==> src/rtl/wb_collect.sv <==
`default_nettype none
`timescale 1ns/1ps
// ============================================================================
//  Module   : wb_collect
//  Function : Writeback collector. Buffers results from four functional-unit
//             slots in per-slot FIFOs and arbitrates them round-robin onto two
//             registered register-file write ports (also the wakeup/bypass
//             broadcast). Tag 0 is granted and popped but never written.
//  Options  : WB_STALL_CNT_EN adds o_stall_cnt, a saturating count of cycles
//             in which some non-empty slot was left without a grant.
//  Revision : 1.0  initial release
// ============================================================================
module wb_collect #(
    parameter int WIDTH_DATA = 32,
    parameter int WIDTH_REG  = 5,
    parameter int DEPTH      = 2
) (
    input  logic                      i_clk,
    input  logic                      i_rst,
    input  logic [3:0]                i_valid,
    input  logic [4*WIDTH_REG-1:0]    i_rd,
    input  logic [4*WIDTH_DATA-1:0]   i_data,
    output logic [3:0]                o_ready,
    output logic                      o_we0,
    output logic [WIDTH_REG-1:0]      o_waddr0,
    output logic [WIDTH_DATA-1:0]     o_wdata0,
    output logic                      o_we1,
    output logic [WIDTH_REG-1:0]      o_waddr1,
    output logic [WIDTH_DATA-1:0]     o_wdata1
`ifdef WB_STALL_CNT_EN
    ,
    output logic [31:0]               o_stall_cnt
`endif
);

    localparam int c_AW = $clog2(DEPTH);
    localparam int c_CW = $clog2(DEPTH + 1);
    localparam int c_EW = WIDTH_REG + WIDTH_DATA;

    // FIFO storage and bookkeeping; an entry is {tag, data}
    logic [c_EW-1:0]            r_mem_q [4][DEPTH];
    logic [c_EW-1:0]            w_mem_d [4][DEPTH];
    logic [3:0][c_AW-1:0]       r_rptr_q, w_rptr_d;
    logic [3:0][c_AW-1:0]       r_wptr_q, w_wptr_d;
    logic [3:0][c_CW-1:0]       r_cnt_q,  w_cnt_d;
    logic [1:0]                 r_rr_q,   w_rr_d;

    logic [3:0]                 w_push, w_pop, w_nonempty;
    logic                       w_g0_v, w_g1_v;
    logic [1:0]                 w_g0_idx, w_g1_idx, w_slot;
    logic [c_EW-1:0]            w_head0, w_head1;

    logic                       r_we0_q, w_we0_d, r_we1_q, w_we1_d;
    logic [WIDTH_REG-1:0]       r_waddr0_q, w_waddr0_d, r_waddr1_q, w_waddr1_d;
    logic [WIDTH_DATA-1:0]      r_wdata0_q, w_wdata0_d, r_wdata1_q, w_wdata1_d;

    // Per-slot readiness from the registered occupancy; a full FIFO stays
    // not-ready even if it is being popped (no pass-through path)
    always_comb begin
        o_ready    = '0;
        w_nonempty = '0;
        w_push     = '0;
        for (int k = 0; k < 4; k++) begin
            o_ready[k]    = !i_rst && (r_cnt_q[k] < c_CW'(DEPTH));
            w_nonempty[k] = (r_cnt_q[k] != '0);
            w_push[k]     = i_valid[k] && o_ready[k];
        end
    end

    // Round-robin scan from rr: first non-empty slot -> port 0, second -> port 1
    always_comb begin
        w_g0_v   = 1'b0;
        w_g1_v   = 1'b0;
        w_g0_idx = '0;
        w_g1_idx = '0;
        w_slot   = '0;
        for (int i = 0; i < 4; i++) begin
            w_slot = r_rr_q + 2'(i);
            if (w_nonempty[w_slot]) begin
                if (!w_g0_v) begin
                    w_g0_v   = 1'b1;
                    w_g0_idx = w_slot;
                end else if (!w_g1_v) begin
                    w_g1_v   = 1'b1;
                    w_g1_idx = w_slot;
                end
            end
        end
        w_pop = '0;
        for (int k = 0; k < 4; k++) begin
            w_pop[k] = (w_g0_v && (w_g0_idx == 2'(k))) ||
                       (w_g1_v && (w_g1_idx == 2'(k)));
        end
        // Pointer moves just past the last granted slot (2-bit wrap)
        if (w_g1_v) begin
            w_rr_d = w_g1_idx + 2'd1;
        end else if (w_g0_v) begin
            w_rr_d = w_g0_idx + 2'd1;
        end else begin
            w_rr_d = r_rr_q;
        end
    end

    // FIFO next state: write at wptr, read at rptr, occupancy tracks both
    always_comb begin
        w_mem_d  = r_mem_q;
        w_rptr_d = r_rptr_q;
        w_wptr_d = r_wptr_q;
        w_cnt_d  = r_cnt_q;
        for (int k = 0; k < 4; k++) begin
            if (w_push[k]) begin
                w_mem_d[k][r_wptr_q[k]] = {i_rd[k*WIDTH_REG +: WIDTH_REG],
                                           i_data[k*WIDTH_DATA +: WIDTH_DATA]};
                w_wptr_d[k] = r_wptr_q[k] + c_AW'(1);
            end
            if (w_pop[k]) begin
                w_rptr_d[k] = r_rptr_q[k] + c_AW'(1);
            end
            if (w_push[k] && !w_pop[k]) begin
                w_cnt_d[k] = r_cnt_q[k] + c_CW'(1);
            end else if (!w_push[k] && w_pop[k]) begin
                w_cnt_d[k] = r_cnt_q[k] - c_CW'(1);
            end
        end
    end

    // Write-port next state: granted head loads the port, tag 0 suppresses we,
    // an idle port keeps its last address/data
    always_comb begin
        w_head0    = r_mem_q[w_g0_idx][r_rptr_q[w_g0_idx]];
        w_head1    = r_mem_q[w_g1_idx][r_rptr_q[w_g1_idx]];
        w_we0_d    = w_g0_v && (w_head0[c_EW-1 -: WIDTH_REG] != '0);
        w_we1_d    = w_g1_v && (w_head1[c_EW-1 -: WIDTH_REG] != '0);
        w_waddr0_d = w_g0_v ? w_head0[c_EW-1 -: WIDTH_REG] : r_waddr0_q;
        w_wdata0_d = w_g0_v ? w_head0[WIDTH_DATA-1:0]      : r_wdata0_q;
        w_waddr1_d = w_g1_v ? w_head1[c_EW-1 -: WIDTH_REG] : r_waddr1_q;
        w_wdata1_d = w_g1_v ? w_head1[WIDTH_DATA-1:0]      : r_wdata1_q;
    end

    // Entry storage needs no reset; pushes are already blocked during reset
    always_ff @(posedge i_clk) begin
        r_mem_q <= w_mem_d;
    end

    // Control state and registered write ports
    always_ff @(posedge i_clk) begin
        if (i_rst) begin
            r_rptr_q   <= '0;
            r_wptr_q   <= '0;
            r_cnt_q    <= '0;
            r_rr_q     <= '0;
            r_we0_q    <= 1'b0;
            r_we1_q    <= 1'b0;
            r_waddr0_q <= '0;
            r_waddr1_q <= '0;
            r_wdata0_q <= '0;
            r_wdata1_q <= '0;
        end else begin
            r_rptr_q   <= w_rptr_d;
            r_wptr_q   <= w_wptr_d;
            r_cnt_q    <= w_cnt_d;
            r_rr_q     <= w_rr_d;
            r_we0_q    <= w_we0_d;
            r_we1_q    <= w_we1_d;
            r_waddr0_q <= w_waddr0_d;
            r_waddr1_q <= w_waddr1_d;
            r_wdata0_q <= w_wdata0_d;
            r_wdata1_q <= w_wdata1_d;
        end
    end

    assign o_we0    = r_we0_q;
    assign o_waddr0 = r_waddr0_q;
    assign o_wdata0 = r_wdata0_q;
    assign o_we1    = r_we1_q;
    assign o_waddr1 = r_waddr1_q;
    assign o_wdata1 = r_wdata1_q;

`ifdef WB_STALL_CNT_EN
    logic [31:0] r_stall_q, w_stall_d;

    // Count cycles where a non-empty slot is left waiting; saturate at max
    always_comb begin
        w_stall_d = r_stall_q;
        if (|(w_nonempty & ~w_pop) && (r_stall_q != '1)) begin
            w_stall_d = r_stall_q + 32'd1;
        end
    end

    // Stall counter register
    always_ff @(posedge i_clk) begin
        if (i_rst) begin
            r_stall_q <= '0;
        end else begin
            r_stall_q <= w_stall_d;
        end
    end

    assign o_stall_cnt = r_stall_q;
`endif

endmodule
`default_nettype wire

==> config.mk <==
export PLATFORM = sky130hd
export DESIGN_NAME = wb_collect
export DESIGN_NICKNAME = d
export VERILOG_FILES = /design/src/rtl/wb_collect.sv
export SDC_FILE = /design/constraint.sdc
export NUM_CORES = 1
export LEC_CHECK = 0
export BUFFER_PORTS_ARGS = -buffer_cell sky130_fd_sc_hd__buf_4
export CAP_MARGIN = 0
export CELL_PAD_IN_SITES_DETAIL_PLACEMENT = 1
export CELL_PAD_IN_SITES_GLOBAL_PLACEMENT = 1
export CORE_UTILIZATION = 51
export DETAILED_ROUTE_END_ITERATION = 12
export HOLD_SLACK_MARGIN = 0.06
export PLACE_DENSITY_LB_ADDON = 0.1
export SLEW_MARGIN = 20
export SYNTH_ARGS = -nofsm -noshare
export SYNTH_HDL_FRONTEND = slang
export SYNTH_SLANG_ARGS = --single-unit
==> constraint.sdc <==
create_clock -name i_clk -period 9.2 [get_ports i_clk]
set_input_delay 0.92 -clock i_clk [delete_from_list [all_inputs] [get_ports i_clk]]
set_output_delay 0.92 -clock i_clk [all_outputs]
set_load 0.01 [all_outputs]
Word-level counts from Yosys, hierarchy flattened --
Index checks and enable logic that the tools add are counted.
Storage, ports and cells: bits in registers 390, input port bits 154, output and inout port bits 80, word-level logic and storage cells 211
Operators by class: add/subtract/negate cells 21, magnitude comparators 22, equal/unequal tests 6, multiplexer cells 71, bitwise gates (word level) 8, reductions and logical operators 56
Operator list (count):
- 2-to-1 mux 37 bit | 10
- binary-select mux 74 bit (select 2 bit) | 2
- bitwise mux 74 bit | 4
- 2-to-1 mux 74 bit | 4
- demux 37 bit (select 1 bit) | 4
- 2-to-1 mux 2 bit | 25
- logical AND 1 bit | 30
- less-than comparator 2 x 3 -> 1 bit, second input constant | 6
- nonzero test 2 bit | 9
- 2-to-1 mux 1 bit | 16
- adder 2 x 1 -> 2 bit, second input constant | 7
- binary-select mux 1 bit (select 2 bit) | 6
- greater-or-equal comparator 2 bit, second input constant | 6
- NOT 1 -> 2 bit | 6
- nonzero test 5 bit | 2
- logical NOT 1 bit | 9
- adder 1 bit, second input constant | 8
- == test 2 bit, second input constant | 4
- less-than comparator 2 x 1 -> 1 bit, second input constant | 4
- less-than comparator 2 bit, second input constant | 4
- subtractor 2 x 1 -> 2 bit, second input constant | 4
- greater-or-equal comparator 3 bit, second input constant | 2
- NOT 2 -> 3 bit | 2
- adder 2 bit, second input constant | 2
- 3 further kinds | 8

Depth between registers and ports, before layout --
Gate-level depths: netlist of run 1.
word-level depth 21, gate-level depth with buffers 16

Worst setup path before layout of run 1 --
OpenSTA, ideal clock, no wires.
path kind register to register, start point register r_rr_q[1], end point register r_cnt_q[3] (netlist bit), arrival time 3432 ps, path slack 5698 ps, cell stages (with the launch flop) 15, path buffers 3, clock period less this slack 3502 ps, cells stage by stage dfxtp_1 clkbuf_1 buf_2 a21oi_1 a21o_1 ha_1 a22oi_1 o32ai_1 a221o_2 nor2_4 buf_4 o32a_1 ha_1 or3_1 a21oi_1
Between the ends: word-level cells in the longest chain between the ends 17
RTL lines:
- from (decl) | line 46 | logic [1:0] r_rr_q, w_rr_d;
- from (signal assigned) | line 162 | r_rr_q <= w_rr_d;
- branches (longest 13 deep; another with adder 2 x 1 -> 2 bit)
- logical OR 1 bit * | line 91 | w_pop[k] = (w_g0_v && (w_g0_idx == 2'(k))) ||
- logical NOT 1 bit | line 119 | if (w_push[k] && !w_pop[k]) begin
- logical AND 1 bit | line 119
- 2-to-1 mux 2 bit / nonzero test 2 bit (equally long branches)
- to (signal assigned) | line 161 | r_cnt_q <= w_cnt_d;
- to (decl) | line 45 | logic [3:0][c_CW-1:0] r_cnt_q, w_cnt_d;
Mark *: on every way between the ends. The select of a mux whose other input is x is not followed. A chain may end at the register's enable or synchronous reset.

Worst setup path after layout of run 1 --
start point register r_rr_q[0], end point register r_wdata1_q[31] (netlist: o_wdata1[31])
Between the ends: word-level cells in the longest chain between the ends 18
RTL lines:
- branches (longest 18 deep; another with adder 2 x 1 -> 2 bit)
- to (signal assigned) | line 168 | r_wdata1_q <= w_wdata1_d;
- to (decl) | line 55 | logic [WIDTH_DATA-1:0] r_wdata0_q, w_wdata0_d, r_wdata1_q, w_wdata1_d;
Parallel ways; which one is timed is not known. The select of a mux whose other input is x is not followed.

==> results of run 1 <==
## cells in the final DEF (no fill, tap or decap), types with 16 or more instances in the layout
cell         n
a211oi_1    42
a21oi_1     16
a311oi_2    29
buf_4      250
clkbuf_16   45
dfxtp_1     94
edfxtp_1   296
mux2i_1    279
nand2_1    266
nand3_1    195
nor2_1      95
## worst max-delay path, delay by kind of cell (launching register included)
kind,cells,cell delay [ns]
AOI/OAI and AO/OA,8,2.21
adders and majority gates,1,0.23
buffers and inverters,1,0.51
DFF,1,0.86
and+or+nand+nor,2,0.83
## registers in the layout (all words and copies together) (netlist names)
register,cells
o_we1,1
o_wdata1,32
r_mem_q,296
o_wdata0,32
r_rptr_q,4
r_wptr_q,4
o_waddr0,5
r_cnt_q,8
r_rr_q,2
o_we0,1
o_waddr1,5
## layout make-up
class / count / area share, %
tap: 461 / 2.614
clock inverter: 17 / 0.5216
clock buffer: 61 / 5.647
sequential: 390 / 48.81
antenna: 2 / 0.02268
multi-input combinational: 1078 / 33.61
inverter: 8 / 0.1361
timing repair buffer: 252 / 8.647
## where the power goes
| part | switching [uW] | internal (uW) | leakage (uW) |
|---|---|---|---|
| clock | 702 | 971 | 0.000665 |
| sequential | 227 | 2160 | 0.00349 |
| combinational | 3470 | 2110 | 0.00443 |
## stage by stage
stage	setup slack, ns	util (%)	std cells
final	4.435	61.44	2269
after global routing	4.103	61.44	2268
after CTS	4.513	61.42	2267
after detailed placement	4.584	57.63	2189
after global placement	4.738	57.63	2189
after floorplan	5.698	-	1599
## layer usage
| metal | part of all wire, % | vias to the layer above |
|---|---|---|
| met5 | 0.053 | - |
| met4 | 3.3 | 4 |
| met3 | 6.0 | 125 |
| met2 | 49 | 496 |
| met1 | 41 | 7111 |
| li1 | - | 6262 |
## logic make-up after synthesis
kind of cell	Yosys count	share of synthesized area, %
mux	283	15.24
flops	390	57.38
simple gates	609	14.42
buf+inv	131	3.559
fa+ha+maj	6	0.3999
xor+xnor	18	0.8398
compound gates	162	8.165
## path summary, 6_finish.rpt
check	startpoint	to	slack (ns)	cells past startpoint
worst max-delay path	r_rr_q[0]$_SDFFE_PP0P_	o_wdata1[31]$_SDFFE_PP0N_	4.44	12
worst min-delay path	o_wdata0[3]$_SDFFE_PP0P_	o_wdata0[3]$_SDFFE_PP0P_	0.50	2
worst max register to register	r_rr_q[0]$_SDFFE_PP0P_	o_wdata1[31]$_SDFFE_PP0N_	4.44	12
worst min register to register	o_wdata0[3]$_SDFFE_PP0P_	o_wdata0[3]$_SDFFE_PP0P_	0.50	2
==> run metrics, run 1 <==
Critical Path Start Type flip-flop; largest net degree at the start of global routing roughly 120; met2 Track Usage GR 52.76%; # fillers 3,686; hold crit path type flip-flop to flip-flop; syn_area_per_cell ~12 um2; Area Growth Syn to Fin 17.56%; crit path cell chain o21bai_1 > a21oi_1 > a21o_1 > ha_1 > a22oi_1 > o32ai_1 > a221oi_4 > nand2_4 > a21oi_4 > buf_4 > nand3_1 > a311oi_1; GR Overflow Total 0; total power 9640 uW; Max-slew headroom 23.89%; Die H 193.9 um; Post-route DRC 0; hold_buf cts 0; count leader, synth edfxtp_1; GRT met3 Usage 4.749%; Final Cell Area 22,070 um2; Routed WL 58,420 um; met1 usage 39.46%; CP Data Required Time 9.64 ns; Least-Margin Pin Slew 1.138 ns; DRT Pass-1 Iters 5; crit-path max FO 72; placed cell area 20,700 um2; vias per cell 6.169; Post-CTS Repair Setup Buffers 0; top cells by instance count after synthesis edfxtp_1 (296), mux2i_1 (279), nand2_1 (267); Cell Area, Synth 18,770 um2; CP endpoint kind flip-flop; die span in x around 190 um; Inserted Clock Buffers 43; Std-Cell Rows 69; Starting Density 52.27%; f_max about 0.21 GHz; core box area 35,910 um2; final hold slack 0.5028 ns; Post-Synthesis Cells 1,599; Setup Viol. Count Final 0; share of the synthesized area in the top cell type 47.35%; Tot GR Track Use 30.89%; multi-input logic area 7416 um2; CP Class flip-flop to flip-flop; VDD IR max 0.4136 mV; die outline area ~38,000 um2; Arr. time, crit path between 5 and 6 ns; post-synthesis cell type count 82; #FFs+latches synth 390; Synthesis Warnings 0; Post-Syn Nets 1,759; CTS max path bufs 3; outcome completed; Crit path largest cell delay around 0.86 ns; CTS Sinks 390; Clock transition at path regs 0.06 ns; Post-synth top flop edfxtp_1; pwr dens 436.8 nW/um2; Final Max Slew Viols 0; Skew-Pair Late Insertion Delay 0.56 ns; register area 10,770 um2; Clock Skews ~0.008 ns; Antenna Nets Post-Route 0; Placer Congestion 0.8674; vias in the first global route ~15,000; Final Cycle Share 51.79%; Routed wire per std cell 25.75 um; RSZ-0062 raised after global routing no; CTS tree done; post_cts resized 0; first-pass GRT wire length 87,930 um; routed vias 13,998; total negative slack 0 ns; Pleak 0.008587 uW; global route hottest layer met2; I/O pin cnt 234; # H-tree levels 2; fin nets 1,933; number of I/O port buffers 233; Synth area leaders edfxtp_1 (47%), mux2i_1 (15%), dfxtp_1 (10%), nand2_1 (5.3%), nand3_1 (5.2%); drt initial violations 952; fraction of layout cells with a size suffix above 1 21.71%; initial antenna violation count 4; area leader, netlist edfxtp_1; EDFF count, synth 296; Seq/Total Area, Yosys a little under three fifths; MaxCap Viol Count 0; final hold violation count 0; asr flop ratio synth 0%; root buffer cell clkbuf_16; slowest CP cell dfxtp_1; Tmin final 4.765 ns; DPL Wire Length 35,220 um
(Power assumes the default switching activity.)
==> inputs of run 2 (changes only) <==
--- a/config.mk
+++ b/config.mk
@@ -9,7 +9,7 @@
 export CAP_MARGIN = 0
 export CELL_PAD_IN_SITES_DETAIL_PLACEMENT = 1
 export CELL_PAD_IN_SITES_GLOBAL_PLACEMENT = 1
-export CORE_UTILIZATION = 51
+export CORE_UTILIZATION = 47
 export DETAILED_ROUTE_END_ITERATION = 12
 export HOLD_SLACK_MARGIN = 0.06
 export PLACE_DENSITY_LB_ADDON = 0.1
==> constraint.sdc (replaced) <==
create_clock -name i_clk -period 4.9 [get_ports i_clk]
set_input_delay 0.49 -clock i_clk [delete_from_list [all_inputs] [get_ports i_clk]]
set_output_delay 0.49 -clock i_clk [all_outputs]
set_load 0.01 [all_outputs]
==> run 2 against run 1 <==
Net effect:
- total power grew 91%
- maximum frequency grew 7.5%
- setup slack lost 4.0 ns
- clock power grew 91%
- sequential power grew 87%
- critical path depth is the same
- largest power group unchanged
- highest routed layer unchanged
==> run metrics, run 2 (synthesis results as in run 1) <==
sequential share of power 24.3% (-0.5 points); largest net degree at the start of global routing 97 (-20%); hold path startpoint i_data[100]; total power 18,380 uW (+91%); commonest cells after routing, fill and taps aside edfxtp_1 (296), mux2i_1 (279), nand2_1 (266), buf_4 (262), nand3_1 (195); Pleak 0.008684 uW (+1.1%); CP endpoint kind flip-flop; R2R Path Start r_rr_q[0]$_SDFFE_PP0P_; CP Data Required Time 5.37 ns (-4.27 ns); pwr dens 823.9 nW/um2 (+89%); Setup Viol. Count Final 0 (unchanged); root buffer cell clkbuf_16; Clock transition at path regs 0.06 ns (about the same); total negative slack 0 ns (unchanged); die outline area 40,740 um2 (+8.4%); I/O pin cnt 234 (unchanged); MaxCap Viol Count 0 (unchanged); number of I/O port buffers 233 (unchanged); GR Overflow Total 0 (unchanged); CTS tree done; outcome completed; Starting Density 48.12% (-4.1 points); CP startpoint r_rr_q[0]$_SDFFE_PP0P_; Least-Margin Pin Slew 1.177 ns (+0.03992 ns); Tmin final 4.431 ns (-0.3338 ns); post_cts resized 0 (unchanged); RSZ-0062 raised after global routing no; VDD IR max 0.4527 mV (+9.4%); Routed WL 59,720 um (+2.2%); hold_buf cts 0 (unchanged); fraction of layout cells with a size suffix above 1 22.22% (+0.51 points); # H-tree levels 2 (unchanged); die span in x 201.9 um (+4.1%); Inserted Clock Buffers 44 (+2.3%); crit path cell chain o21ai_1 > a21oi_1 > a21o_1 > ha_1 > a22oi_2 > o32ai_1 > a221o_2 > o211ai_4 > nand2_2 > buf_4 > nand3_1 > a311oi_2; f_max 0.2257 GHz (+7.5%); Clock Skews 0.02593 ns (+0.01805 ns); CP Class flip-flop to flip-flop; Post-route DRC 0 (unchanged); slowest CP cell dfxtp_1; Largest Register r_mem_q; max reg flops 296 (unchanged); Arr. time, crit path 4.91 ns (-0.30 ns); Clock Power Share 17.4% (about the same); DPL Wire Length 38,340 um (+8.8%); Max-slew headroom 21.50% (-2.4 points); CTS max path bufs 3 (unchanged); Crit path largest cell delay 0.87 ns (about the same); Final Cycle Share 90.42% (+39 points); routed vias 13,909 (-0.64%); CTS Sinks 390 (unchanged); Tot GR Track Use 29.35% (-1.5 points); Final Max Slew Viols 0 (unchanged); Pint 10,000 uW (+91%); hold crit path type input port to flip-flop; final hold slack 0.07237 ns (-0.4304 ns); fin nets 1,949 (+0.83%); initial antenna violation count 4 (unchanged); DRT Pass-1 Iters 5 (unchanged); core box area 39,010 um2 (+8.6%); vias per cell 5.934 (-3.8%); Die H 201.9 um (+4.1%); Sw Share 45.59% (-0.068 points); sw power 8380 uW (+90%); vias in the first global route 14,787 (-1.2%); final hold violation count 0 (unchanged); Skew-Pair Late Insertion Delay 0.60 ns (+0.04 ns); Area Growth Syn to Fin 18.84%; Placer Congestion 0.8865 (+2.2%); FF-to-FF setup slack 0.47 ns (-3.97 ns); Std-Cell Rows 72 (+4.3%); crit-path max FO 24 (-67%); Post-CTS Repair Setup Buffers 0 (unchanged); Routed wire per std cell 25.48 um (-1.0%); most common cell after layout, fill and taps aside edfxtp_1; first-pass GRT wire length 89,730 um (+2.0%); Antenna Nets Post-Route 0 (unchanged); Comb pwr share 58.3% (+0.4 points); Critical Path Start Type flip-flop; drt initial violations 943 (-0.95%)
[run 2: cell count changes in the layout (fill, tap and decap cells not counted), moves of 2 or more]
cell,previous run,this run
buf_12,1,5
buf_4,250,262
bufinv_16,1,3
clkbuf_1,10,8
clkbuf_8,6,0
clkinv_1,6,12
clkinv_2,6,10
[run 2: final timing paths]
path,end,cells after the start
hold reg to reg,o_wdata0[27]$_SDFFE_PP0P_,2
setup / recovery,o_wdata1[17]$_SDFFE_PP0N_,12
hold / removal,r_mem_q[41]$_DFFE_PP_,1
setup reg to reg,o_wdata1[17]$_SDFFE_PP0N_,12
[run 2: layout make-up]
type                            count  area, um2
Timing Repair Buffer              267       2067
Tap cell                          518      648.1
Inverter                            8      30.03
Fill cell                        4055      16700
Multi-Input combinational cell   1078       7416
Antenna cell                        3      7.507
Clock buffer                       53       1156
Sequential cell                   390      10770
Clock inverter                     27      212.7
[run 2: routing by layer]
metal	vias up	track usage, %	share of wire [%]
li1	6302	-	-
met1	7037	38.26	43
met2	452	49.17	49
met3	116	4.434	5.4
met4	2	11.58	3.3
met5	-	0	0.022
[run 2: stage by stage]
step	worst slack, ns	util, %	std cells	area, um2
4_1_cts	0.5613	57.17	2341	22300
2_1_floorplan	1.398	-	1599	18770
3_3_place_gp	0.7323	53.66	2261	20930
6_report	0.4692	57.19	2344	22310
5_1_grt	0.2426	57.18	2342	22300
3_5_place_dp	0.6030	53.66	2261	20930
[run 2: power groups by stage]
stage	clock (uW)	combinational, uW	sequential (uW)
2_1_floorplan	0	7790	4400
3_3_place_gp	0	10300	4510
3_5_place_dp	0	10600	4530
4_1_cts	3230	10700	4470
5_1_grt	3360	11500	4520
6_report	3190	10700	4470
[run 2: critical path, delay by kind of cell (launching register included)]
family / cells / cell delay (ns)
adder cells (fa/ha/maj): 1 / 0.20
AND/OR/NAND/NOR: 2 / 0.77
flip-flops: 1 / 0.87
AO/OA/AOI/OAI: 8 / 2.11
buffers and inverters: 1 / 0.36
==> inputs of run 3 (changes only) <==
==> constraint.sdc (replaced) <==
create_clock -name i_clk -period 4.2 [get_ports i_clk]
set_input_delay 0.42 -clock i_clk [delete_from_list [all_inputs] [get_ports i_clk]]
set_output_delay 0.42 -clock i_clk [all_outputs]
set_load 0.01 [all_outputs]
==> run 3 against run 2 <==
Net effect:
- first-iteration DRC count up 17%
- critical path depth unchanged
- global-route usage up 1.7 points
- die area unchanged
- via count up 5.3%
- critical path type unchanged
- critical endpoint is now o_wdata1[20]$_SDFFE_PP0N_
==> run metrics, run 3 (synthesis results as in run 1) <==
Largest Register r_mem_q; Comb pwr share 59.4% (+1.1 points); Least-Margin Pin Slew 1.026 ns (-0.1514 ns); Starting Density 48.12% (unchanged); Final Cell Area 23,920 um2 (+7.2%); Tmin final 3.975 ns (-0.4556 ns); dpl cells 2,268 (+0.31%); met1 usage 38.95% (+0.69 points); I/O pin cnt 234 (unchanged); Pleak 0.009378 uW (+8.0%); Std-Cell Rows 72 (unchanged); Routed WL 63,640 um (+6.6%); total negative slack 0 ns (unchanged); crit-path most repeated cell nand3_1; FF-to-FF setup slack 0.22 ns (-0.24 ns); delay-heaviest family, CP compound AO/OA/AOI/OAI gates; CP endpoint kind flip-flop; DPL Wire Length 37,790 um (-1.4%); CTS max path bufs 3 (unchanged); post-layout util 61.33% (+4.1 points); routed vias 14,653 (+5.3%); Skew-Pair Late Insertion Delay 0.59 ns (about the same); root buffer cell clkbuf_16; Critical Path Start Type flip-flop; Clock Skews 0.02821 ns (+0.002279 ns); slowest CP cell buf_4; Routed wire per std cell 25.44 um (-0.16%); Crit path largest cell delay 0.58 ns (-0.29 ns); most common cell after layout, fill and taps aside edfxtp_1; sw power 10,040 uW (+20%); Placer Congestion 0.9113 (+2.8%); Final Cycle Share 94.65% (+4.2 points); # fillers 3,904 (-3.7%); final cell count without fillers 2,502 (+6.7%); fin nets 2,105 (+8.0%); vias in the first global route 15,733 (+6.4%); Pint 11,860 uW (+19%); CTS Sinks 390 (unchanged); first-pass GRT wire length 94,920 um (+5.8%); Die H 201.9 um (unchanged); Clock Power Share 17.0% (-0.4 points); MaxCap Viol Count 0 (unchanged); outcome completed; hold path startpoint i_valid[0]; Setup Viol. Count Final 0 (unchanged); GRT met3 Usage 3.660% (-0.77 points); CP Data Required Time 4.61 ns (-0.76 ns); largest net degree at the start of global routing 109 (+12%); die outline area 40,740 um2 (unchanged); Final Max Slew Viols 0 (unchanged); commonest cells after routing, fill and taps aside edfxtp_1 (296), mux2i_1 (279), nand2_1 (266), buf_4 (265), nand3_1 (195); Sw Share 45.83% (+0.24 points); CP Class flip-flop to flip-flop; initial antenna violation count 3 (-1); Antenna Nets Post-Route 0 (unchanged); Arr. time, crit path 4.39 ns (-0.52 ns); hold crit path type input port to flip-flop; DRT Pass-1 Iters 5 (unchanged); crit-path max FO 51 (+110%); RSZ-0062 raised after global routing no; die span in x 201.9 um (unchanged); CP bufs+invs 1 (unchanged); CP startpoint r_cnt_q[7]$_SDFFE_PP0P_; core box area 39,010 um2 (unchanged); sequential share of power 23.7% (-0.6 points); max reg flops 296 (unchanged); Area Growth Syn to Fin 27.43%; GR Overflow Total 0 (unchanged); Post-route DRC 0 (unchanged); vias per cell 5.857 (-1.3%); CTS tree done; number of I/O port buffers 233 (unchanged); met2 Track Usage GR 55.03% (+5.9 points); Clock transition at path regs 0.06 ns (about the same); Inserted Clock Buffers 44 (unchanged); f_max 0.2516 GHz (+11%); R2R Path Start r_cnt_q[7]$_SDFFE_PP0P_; VDD IR max 0.9013 mV (+99%); final hold violation count 0 (unchanged); crit path cell chain nor2_1 > a21oi_1 > a21o_1 > ha_1 > a22oi_1 > o32ai_1 > a221o_2 > nor2_4 > buf_4 > nand3_1 > nand3_1 > a311oi_2; pwr dens 915.5 nW/um2 (+11%); post_cts resized 0 (unchanged); fraction of layout cells with a size suffix above 1 21.31% (-0.90 points); # H-tree levels 2 (unchanged); Tot GR Track Use 31.01% (+1.7 points); drt initial violations 1,105 (+17%); placed cell area 21,030 um2 (+0.45%); Max-slew headroom 31.59% (+10 points); global route hottest layer met2
==> run 3: cell types whose count changed in the layout (fill, tap and decap cells not counted), moves of 2 or more <==
cell / previous run / this run
clkinv_2: 10 / 13
clkbuf_8: 0 / 7
buf_4: 262 / 265
buf_12: 5 / 8
clkinv_1: 12 / 4
dlygate4sd3_1: 0 / 148
bufinv_16: 3 / 1
==> run 3: layout make-up <==
class / instances / area (um2) / area share, %
Clock inverter: 22 / 150.1 / 0.6276
Antenna cell: 4 / 10.01 / 0.04184
Timing Repair Buffer: 423 / 3670 / 15.34
Inverter: 8 / 30.03 / 0.1255
Multi-Input combinational cell: 1078 / 7416 / 31.00
Sequential cell: 390 / 10770 / 45.02
Tap cell: 518 / 648.1 / 2.709
Clock buffer: 59 / 1227 / 5.131
==> run 3: metrics by stage <==
stage               hold WS [ns]  worst slack [ns]  total power, uW
floorplan                 0.4932            0.6977            14230
global placement          0.4678            0.5643            17490
detailed placement        0.4748            0.3185            17870
CTS                       0.2827            0.3115            21760
global route              0.3303           0.03501            23020
finish                    0.2995            0.2248            21900
==> run 3: what timing repair did <==
item	CTS	global route
setup buffers	0	0
hold buffers	148	0
hold endpoints to repair	296	0
==> run 3: worst paths after layout <==
kind / to / depth (start not counted)
worst max-delay path: o_wdata1[20]$_SDFFE_PP0N_ / 12
worst min-delay path: r_wptr_q[0]$_SDFFE_PP0P_ / 4
worst max register to register: o_wdata1[20]$_SDFFE_PP0N_ / 12
worst min register to register: o_waddr1[4]$_SDFFE_PP0N_ / 2
==> run 3: routing by layer <==
layer | up-vias | routed length (um)
met1 | 7444 | 26110
met2 | 487 | 32640
met4 | 0 | 1701
met5 | - | 0
li1 | 6612 | -
met3 | 110 | 3200
==> run 3: worst register-to-register path: stages, from the launching register on <==
cell and delay (ns):
dfxtp_1 0.42, nor2_1 0.39, a21oi_1 0.14, a21o_1 0.22
ha_1 0.24, a22oi_1 0.18, o32ai_1 0.17, a221o_2 0.55
nor2_4 0.32, buf_4 0.58, nand3_1 0.30, nand3_1 0.20
a311oi_2 0.10
==> run 3: power groups by stage <==
| stage | clock (uW) | sequential [uW] | combinational (uW) |
|---|---|---|---|
| after floorplan | 0 | 5140 | 9090 |
| after global placement | 0 | 5210 | 12300 |
| after detailed placement | 0 | 5240 | 12600 |
| after CTS | 3760 | 5170 | 12800 |
| after global routing | 3900 | 5230 | 13900 |
| final | 3710 | 5190 | 13000 |
